### src/rtl/spi_master_param.sv
// SPI master: 1..DATA_W bit transfers, all CPOL/CPHA modes, MSB/LSB first, runtime divider, framed chip selects.
// Optional SPI_MASTER_LOOPBACK_EN adds i_loopback, which routes the internal MOSI into the sample path.
module spi_master_param #(
    parameter int DATA_W = 32,
    parameter int NUM_CS = 4,
    parameter int DIV_W  = 8
) (
    input  logic                                          clk,
    input  logic                                          RST,
    input  logic                                          i_start,
    input  logic [DATA_W-1:0]                             i_tx_data,
    input  logic [$clog2(DATA_W+1)-1:0]                   i_len,
    input  logic [((NUM_CS > 1) ? $clog2(NUM_CS) : 1)-1:0] i_cs_sel,
    input  logic                                          i_cpol,
    input  logic                                          i_cpha,
    input  logic                                          i_lsb_first,
    input  logic [DIV_W-1:0]                              i_clk_div,
    input  logic                                          i_irq_en,
    input  logic                                          i_irq_clr,
    output logic                                          o_busy,
    output logic                                          o_done,
    output logic [DATA_W-1:0]                             o_rx_data,
    output logic                                          o_IRQ,
    output logic                                          o_collision,
    output logic                                          o_sclk,
    output logic                                          o_mosi,
    output logic [NUM_CS-1:0]                             o_cs_n,
    output logic [1:0]                                    o_dbg_state,
    input  logic                                          i_miso
`ifdef SPI_MASTER_LOOPBACK_EN
    ,
    input  logic                                          i_loopback
`endif
);
    localparam int LEN_W = $clog2(DATA_W + 1);
    localparam int CS_W  = (NUM_CS > 1) ? $clog2(NUM_CS) : 1;
    localparam int IDX_W = $clog2(DATA_W);

    localparam logic [1:0] ST_IDLE  = 2'd0;
    localparam logic [1:0] ST_SETUP = 2'd1;
    localparam logic [1:0] ST_SHIFT = 2'd2;
    localparam logic [1:0] ST_HOLD  = 2'd3;

    function automatic logic [LEN_W-1:0] eff_len(input logic [LEN_W-1:0] len);
        if (len == '0 || int'(len) > DATA_W) return LEN_W'(DATA_W);
        return len;
    endfunction

    // Step k maps to the same bit position for both transmit and receive.
    function automatic logic [IDX_W-1:0] bit_idx(input logic lsb, input logic [LEN_W-1:0] len,
                                                 input logic [LEN_W-1:0] k);
        logic [LEN_W-1:0] r;
        r = lsb ? k : (len - k - LEN_W'(1));
        return r[IDX_W-1:0];
    endfunction

    function automatic logic [NUM_CS-1:0] cs_decode(input logic [CS_W-1:0] sel);
        logic [NUM_CS-1:0] r;
        r = '1;
        for (int i = 0; i < NUM_CS; i++) begin
            if (sel == CS_W'(i)) r[i] = 1'b0;
        end
        return r;
    endfunction

    logic [1:0]        state_q, state_d;
    logic [DIV_W-1:0]  cnt_q, cnt_d, div_q, div_d;
    logic [LEN_W:0]    edge_q, edge_d;
    logic [LEN_W-1:0]  len_q, len_d;
    logic [DATA_W-1:0] tx_q, tx_d, rx_q, rx_d, rx_out_q, rx_out_d;
    logic              cpol_q, cpol_d, cpha_q, cpha_d, lsb_q, lsb_d;
    logic [NUM_CS-1:0] cs_n_q, cs_n_d;
    logic              sclk_q, sclk_d, mosi_q, mosi_d;
    logic              done_q, done_d, irq_q, irq_d, coll_q, coll_d;
    logic [LEN_W-1:0]  start_len, k;
    logic              half_end, lead, sample_bit, busy;

    assign start_len = eff_len(i_len);
    assign half_end  = (cnt_q == div_q);
    assign k         = edge_q[LEN_W:1];
    assign lead      = ~edge_q[0];
    assign busy      = (state_q != ST_IDLE);

`ifdef SPI_MASTER_LOOPBACK_EN
    logic lb_q, lb_d;
    assign sample_bit = lb_q ? mosi_q : i_miso;
`else
    assign sample_bit = i_miso;
`endif

    always_comb begin
        state_d  = state_q;
        cnt_d    = cnt_q;
        div_d    = div_q;
        edge_d   = edge_q;
        len_d    = len_q;
        tx_d     = tx_q;
        rx_d     = rx_q;
        rx_out_d = rx_out_q;
        cpol_d   = cpol_q;
        cpha_d   = cpha_q;
        lsb_d    = lsb_q;
        cs_n_d   = cs_n_q;
        sclk_d   = sclk_q;
        mosi_d   = mosi_q;
        done_d   = 1'b0;
`ifdef SPI_MASTER_LOOPBACK_EN
        lb_d     = lb_q;
`endif
        case (state_q)
            ST_IDLE: begin
                if (i_start) begin
                    state_d = ST_SETUP;
                    cnt_d   = '0;
                    edge_d  = '0;
                    div_d   = i_clk_div;
                    len_d   = start_len;
                    tx_d    = i_tx_data;
                    rx_d    = '0;
                    cpol_d  = i_cpol;
                    cpha_d  = i_cpha;
                    lsb_d   = i_lsb_first;
                    cs_n_d  = cs_decode(i_cs_sel);
                    sclk_d  = i_cpol;
                    mosi_d  = i_cpha ? 1'b0 : i_tx_data[bit_idx(i_lsb_first, start_len, '0)];
`ifdef SPI_MASTER_LOOPBACK_EN
                    lb_d    = i_loopback;
`endif
                end
            end
            ST_SETUP, ST_SHIFT: begin
                cnt_d = cnt_q + DIV_W'(1);
                if (half_end) begin
                    cnt_d = '0;
                    if (state_q == ST_SHIFT && edge_q == {len_q, 1'b0}) begin
                        state_d = ST_HOLD;
                    end else begin
                        // The SETUP->SHIFT boundary is edge 0, the first leading edge.
                        state_d = ST_SHIFT;
                        edge_d  = edge_q + (LEN_W+1)'(1);
                        sclk_d  = ~sclk_q;
                        if (lead != cpha_q) rx_d[bit_idx(lsb_q, len_q, k)] = sample_bit;
                        if (lead && cpha_q) mosi_d = tx_q[bit_idx(lsb_q, len_q, k)];
                        if (!lead && !cpha_q && ((k + LEN_W'(1)) < len_q))
                            mosi_d = tx_q[bit_idx(lsb_q, len_q, k + LEN_W'(1))];
                    end
                end
            end
            default: begin
                cnt_d = cnt_q + DIV_W'(1);
                if (half_end) begin
                    state_d  = ST_IDLE;
                    cnt_d    = '0;
                    cs_n_d   = '1;
                    mosi_d   = 1'b0;
                    rx_out_d = rx_q;
                    done_d   = 1'b1;
                end
            end
        endcase
        // Completion keeps setting the flag through the done cycle, so a clear there loses.
        irq_d  = (i_irq_en && (done_d || done_q)) ? 1'b1 : (irq_q && !i_irq_clr);
        coll_d = (i_start && busy) || (coll_q && !i_irq_clr);
    end

    always_ff @(posedge clk or posedge RST) begin
        if (RST) begin
            state_q  <= ST_IDLE;
            cnt_q    <= '0;
            div_q    <= '0;
            edge_q   <= '0;
            len_q    <= '0;
            tx_q     <= '0;
            rx_q     <= '0;
            rx_out_q <= '0;
            cpol_q   <= 1'b0;
            cpha_q   <= 1'b0;
            lsb_q    <= 1'b0;
            cs_n_q   <= '1;
            sclk_q   <= 1'b0;
            mosi_q   <= 1'b0;
            done_q   <= 1'b0;
            irq_q    <= 1'b0;
            coll_q   <= 1'b0;
`ifdef SPI_MASTER_LOOPBACK_EN
            lb_q     <= 1'b0;
`endif
        end else begin
            state_q  <= state_d;
            cnt_q    <= cnt_d;
            div_q    <= div_d;
            edge_q   <= edge_d;
            len_q    <= len_d;
            tx_q     <= tx_d;
            rx_q     <= rx_d;
            rx_out_q <= rx_out_d;
            cpol_q   <= cpol_d;
            cpha_q   <= cpha_d;
            lsb_q    <= lsb_d;
            cs_n_q   <= cs_n_d;
            sclk_q   <= sclk_d;
            mosi_q   <= mosi_d;
            done_q   <= done_d;
            irq_q    <= irq_d;
            coll_q   <= coll_d;
`ifdef SPI_MASTER_LOOPBACK_EN
            lb_q     <= lb_d;
`endif
        end
    end

    assign o_sclk      = (state_q == ST_IDLE) ? i_cpol : sclk_q;
    assign o_mosi      = mosi_q;
    assign o_cs_n      = cs_n_q;
    assign o_busy      = busy;
    assign o_done      = done_q;
    assign o_rx_data   = rx_out_q;
    assign o_IRQ       = irq_q;
    assign o_collision = coll_q;
    assign o_dbg_state = state_q;
endmodule
### config.mk
export PLATFORM = sky130hd
export DESIGN_NAME = spi_master_param
export DESIGN_NICKNAME = d
export VERILOG_FILES = /design/src/rtl/spi_master_param.sv
export SDC_FILE = /design/constraint.sdc
export NUM_CORES = 1
export LEC_CHECK = 0
export CORE_ASPECT_RATIO = 0.7
export CORE_UTILIZATION = 40
export DETAILED_ROUTE_END_ITERATION = 12
export PLACE_DENSITY = 0.7
export SLEW_MARGIN = 20
export SYNTH_ARGS = -nofsm -noshare
export SYNTH_HDL_FRONTEND = slang
export SYNTH_SLANG_ARGS = --single-unit
### constraint.sdc
create_clock -name clk -period 5.15 [get_ports clk]
set_input_delay 1.2875 -clock clk [delete_from_list [all_inputs] [get_ports clk]]
set_output_delay 1.2875 -clock clk [all_outputs]
set_load 0.005 [all_outputs]
==> run_results.csv <==
group,metric,value,unit
global_routing,grt_pass1_vias,5984,
routing,drtIter0Drc,577,
clocking,htreeDepth,4,
global_routing,grt_max_degree,93,
routing,wl_per_cell,17.3,µm
timing,slew_headroom,33.6,%
cells_and_area,nNetsFinal,962,
clocking,clkLatencyLatePin,0.44,ns
timing,min_period,4.49,ns
timing,fin_tns_setup,0,ns
setup_path,rrSetupSlack,1.55,ns
setup_path,crit_family,"compound AO/OA/AOI/OAI gates",
global_routing,grt_overflow_total,0,
hold_path,holdCritStartpoint,"rx_q[14]",
yosys,synthArstFlopShare,100,%
hold_path,hold_end,"o_rx_data[14]",
yosys,seq_area_frac_synth,45.0,%
routing,vias,6125,
power_and_ir_drop,p_per_area,570,nW/µm²
yosys,yosys_warnings,0,
setup_path,reg2regPathDepth,8,
setup_path,path_cells,"clkdlybuf4s50_1 > nor2b_1 > clkinv_1 > ha_1 > xnor2_1 > nor2_4 > mux2i_1 > o41ai_1 > o311ai_0 > a211o_1 > a31oi_1",
setup_path,slowest_delay,0.57,ns
yosys,synth_nets,871,
placement,place_area,8910,µm²
placement,port_buffers,100,
clocking,post_cts_buffers,0,
clocking,cts_tree,"built",
die,fp.coreArea,18900,µm²
timing,rsz0062_at_grt,"false",
power_and_ir_drop,p_leak,4.27,nW
yosys,synth_cell_types,59,
timing,worstMarginPinSlew,0.976,ns
yosys,syn_avg_cell_area,9.75,µm²
die,rows,42,
job,max_cap_viol_count,0,
global_routing,grt_pass1_wl,32.3,mm
die,die_h,118,µm
die,dieWidth,168,µm
setup_path,regToRegEndpoint,"rx_q[14]",
timing,fin_skew,0.00864,ns
die,dieArea,19800,µm²
timing,drv_slew,0,
placement,dp_hpwl,14.2,mm
setup_path,critical_path_class,"input port to flop",
setup_path,r2r_start,"edge_q[1]",
global_routing,grt_antenna_before_repair,0,
routing,drc,0,
status,status,"complete, no violations",
routing,wirelength,19.6,mm
clocking,clk_path_buf_depth,2,
hold_path,hold_class,"flop to flop",
global_routing,grt_usage,21.0,%
power_and_ir_drop,ir_worst_vdd,0.256,mV
clocking,cts-root-buf,"clkbuf_16",
clocking,numCtsBuffers,17,
setup_path,critPathSlowestCell,"xnor2_1",
yosys,synth-seq-cells,138,
cells_and_area,drive_above_1_share,12.7,%
yosys,synth_ff_type,"dfrtp_1",
timing,finalCritPeriodShare,87.2,%
timing,setup_viol_count_final,0,
clocking,clock-sinks,138,
placement,place_ws,0.287,ns
timing,final.setup.worst_slack,0.660,ns
clocking,cts.clk_slew.worst_paths,0.06,ns
yosys,synth_edf_count,0,
placement,globalplace.congestion,0.863,
setup_path,cp_max_fo,9,
setup_path,crit_buf_inv,2,
cells_and_area,n_antenna_cell,0,
setup_path,required,5.51,ns
die,pin_count,101,
clocking,cts_resized,0,
setup_path,worst_setup_path_end_kind,"flop",
routing,viasPerCell,5.40,
yosys,syn_area,7690,µm²
cells_and_area,fin_area,9580,µm²
yosys,postSynthCellCount,789,
setup_path,crit_path_start_kind,"input port",
hold_path,whs_path_depth,2,
cells_and_area,syn_to_final_growth,24.5,%
timing,timing.fmax,223,MHz
routing,dr.pass1.iters,5,
routing,antenna_left,0,
die,start_util,40.8,%
timing,final-hold-violation-count,0,
setup_path,cp.arrival,4.85,ns
clocking,postCtsHoldBufs,0,
## metrics by stage
stage	cells	utilization [%]	hold WS, ns	power [mW]
after floorplan	789	-	0.439	3.43
after global placement	1102	47.2	0.458	4.03
after detailed placement	1102	47.2	0.461	4.08
after CTS	1134	50.6	0.471	5.43
after global routing	1135	50.8	0.489	5.84
final	1135	50.8	0.462	5.46
## layout make-up
type	count	area (µm²)
Timing Repair Buffer	108	1080
Sequential cell	138	3460
Clock buffer	17	425
Inverter	32	125
Tap cell	242	303
Fill cell	1702	9290
Multi-Input combinational cell	583	3970
Clock inverter	15	214
## how the worst max path moves through the flow
stage | cells after the start | slack [ns] | start | endpoint
floorplan | 1 | 0.17 | RST | cnt_q[0]
global placement | 11 | 0.51 | i_len[5] | o_mosi
detailed placement | 11 | 0.29 | i_len[5] | o_mosi
CTS | 11 | 0.73 | i_len[5] | o_mosi
global route | 11 | 0.42 | i_len[5] | o_mosi
finish | 11 | 0.66 | i_len[5] | o_mosi
## registers in the layout, summed over array words and instances, names as in the netlist, 2 cells and up
| register | count |
|---|---|
| o_dbg_state | 2 |
| rx_q | 32 |
| o_rx_data | 32 |
| cnt_q | 8 |
| o_cs_n | 4 |
| edge_q | 7 |
| div_q | 8 |
| tx_q | 32 |
| len_q | 6 |
## power by group
part | switching, mW | internal, mW | leakage [nW] | total (mW)
registers | 0.262 | 1.33 | 1.80 | 1.59
clock network | 0.517 | 0.821 | 0.311 | 1.34
logic | 1.42 | 1.11 | 2.16 | 2.53
## layout by cell type, fill, tap and decap left out, types with 3 or more instances in the layout
cell,instances
nand2_1,161
dfrtp_1,134
clkdlybuf4s50_1,100
o21ai_0,57
mux2_2,47
mux2i_1,43
nor2_1,37
a22o_1,33
inv_1,27
ha_1,23
xnor2_1,19
a21oi_1,19
clkbuf_16,17
nor3_1,16
nor2b_1,14
nand3_1,13
nand2b_1,11
a211oi_1,11
nand4_1,7
buf_4,7
a21o_1,6
mux4_2,6
inv_6,5
xor2_1,4
nor4_1,4
o31ai_1,4
clkinv_4,4
bufinv_16,4
dfstp_2,4
a31oi_1,3
a211o_1,3
and3_1,3
a41oi_1,3
## per-layer routing
layer | GRT usage (%) | vias to the layer above | part of all wire, %
li1 | - | 2957 | -
met4 | 6.19 | 0 | 1.2
met5 | 0 | - | 0
met1 | 32.3 | 2937 | 51
met2 | 28.9 | 213 | 41
met3 | 4.71 | 18 | 6.7
## cell usage after synthesis, drive strengths merged, types with 5 or more instances
master    n  area (µm²)
nand2   162         608
dfrtp   134        3350
o21ai    58         290
mux2     49         559
mux2i    45         454
nor2     38         150
a22o     33         289
inv      30         113
clkbuf   23        86.3
ha       23         288
a21oi    20         104
xnor2    19         166
nor3     16        80.1
nor2b    15        96.3
buf      13        70.1
nand3    13        65.1
a211oi   11        82.6
nand2b   11        68.8
nand4     7        43.8
a21o      6        45.0
mux4      6         135
xor2      5        51.3
## cell families (layout without fill, tap and decap cells)
family	Yosys count	count (layout)	share of synthesized area, %
AO/OA/AOI/OAI	158	158	13.8
XOR/XNOR	24	24	2.83
adder cells (fa/ha/maj)	25	25	4.26
buffers and inverters	68	172	3.60
flip-flops	138	138	45.0
multiplexers	100	100	14.9
AND/OR/NAND/NOR	276	276	15.6
## worst reg2reg max path: stages (launching register included)
cell and delay [ns]:
dfrtp_1 0.57, inv_1 0.10, ha_1 0.22, inv_1 0.07, fa_1 0.42, mux2i_2 0.78, nand2_1 0.45, nor2_1 0.67
a22o_1 0.26
No activity file was read; power rests on OpenSTA's default activity.
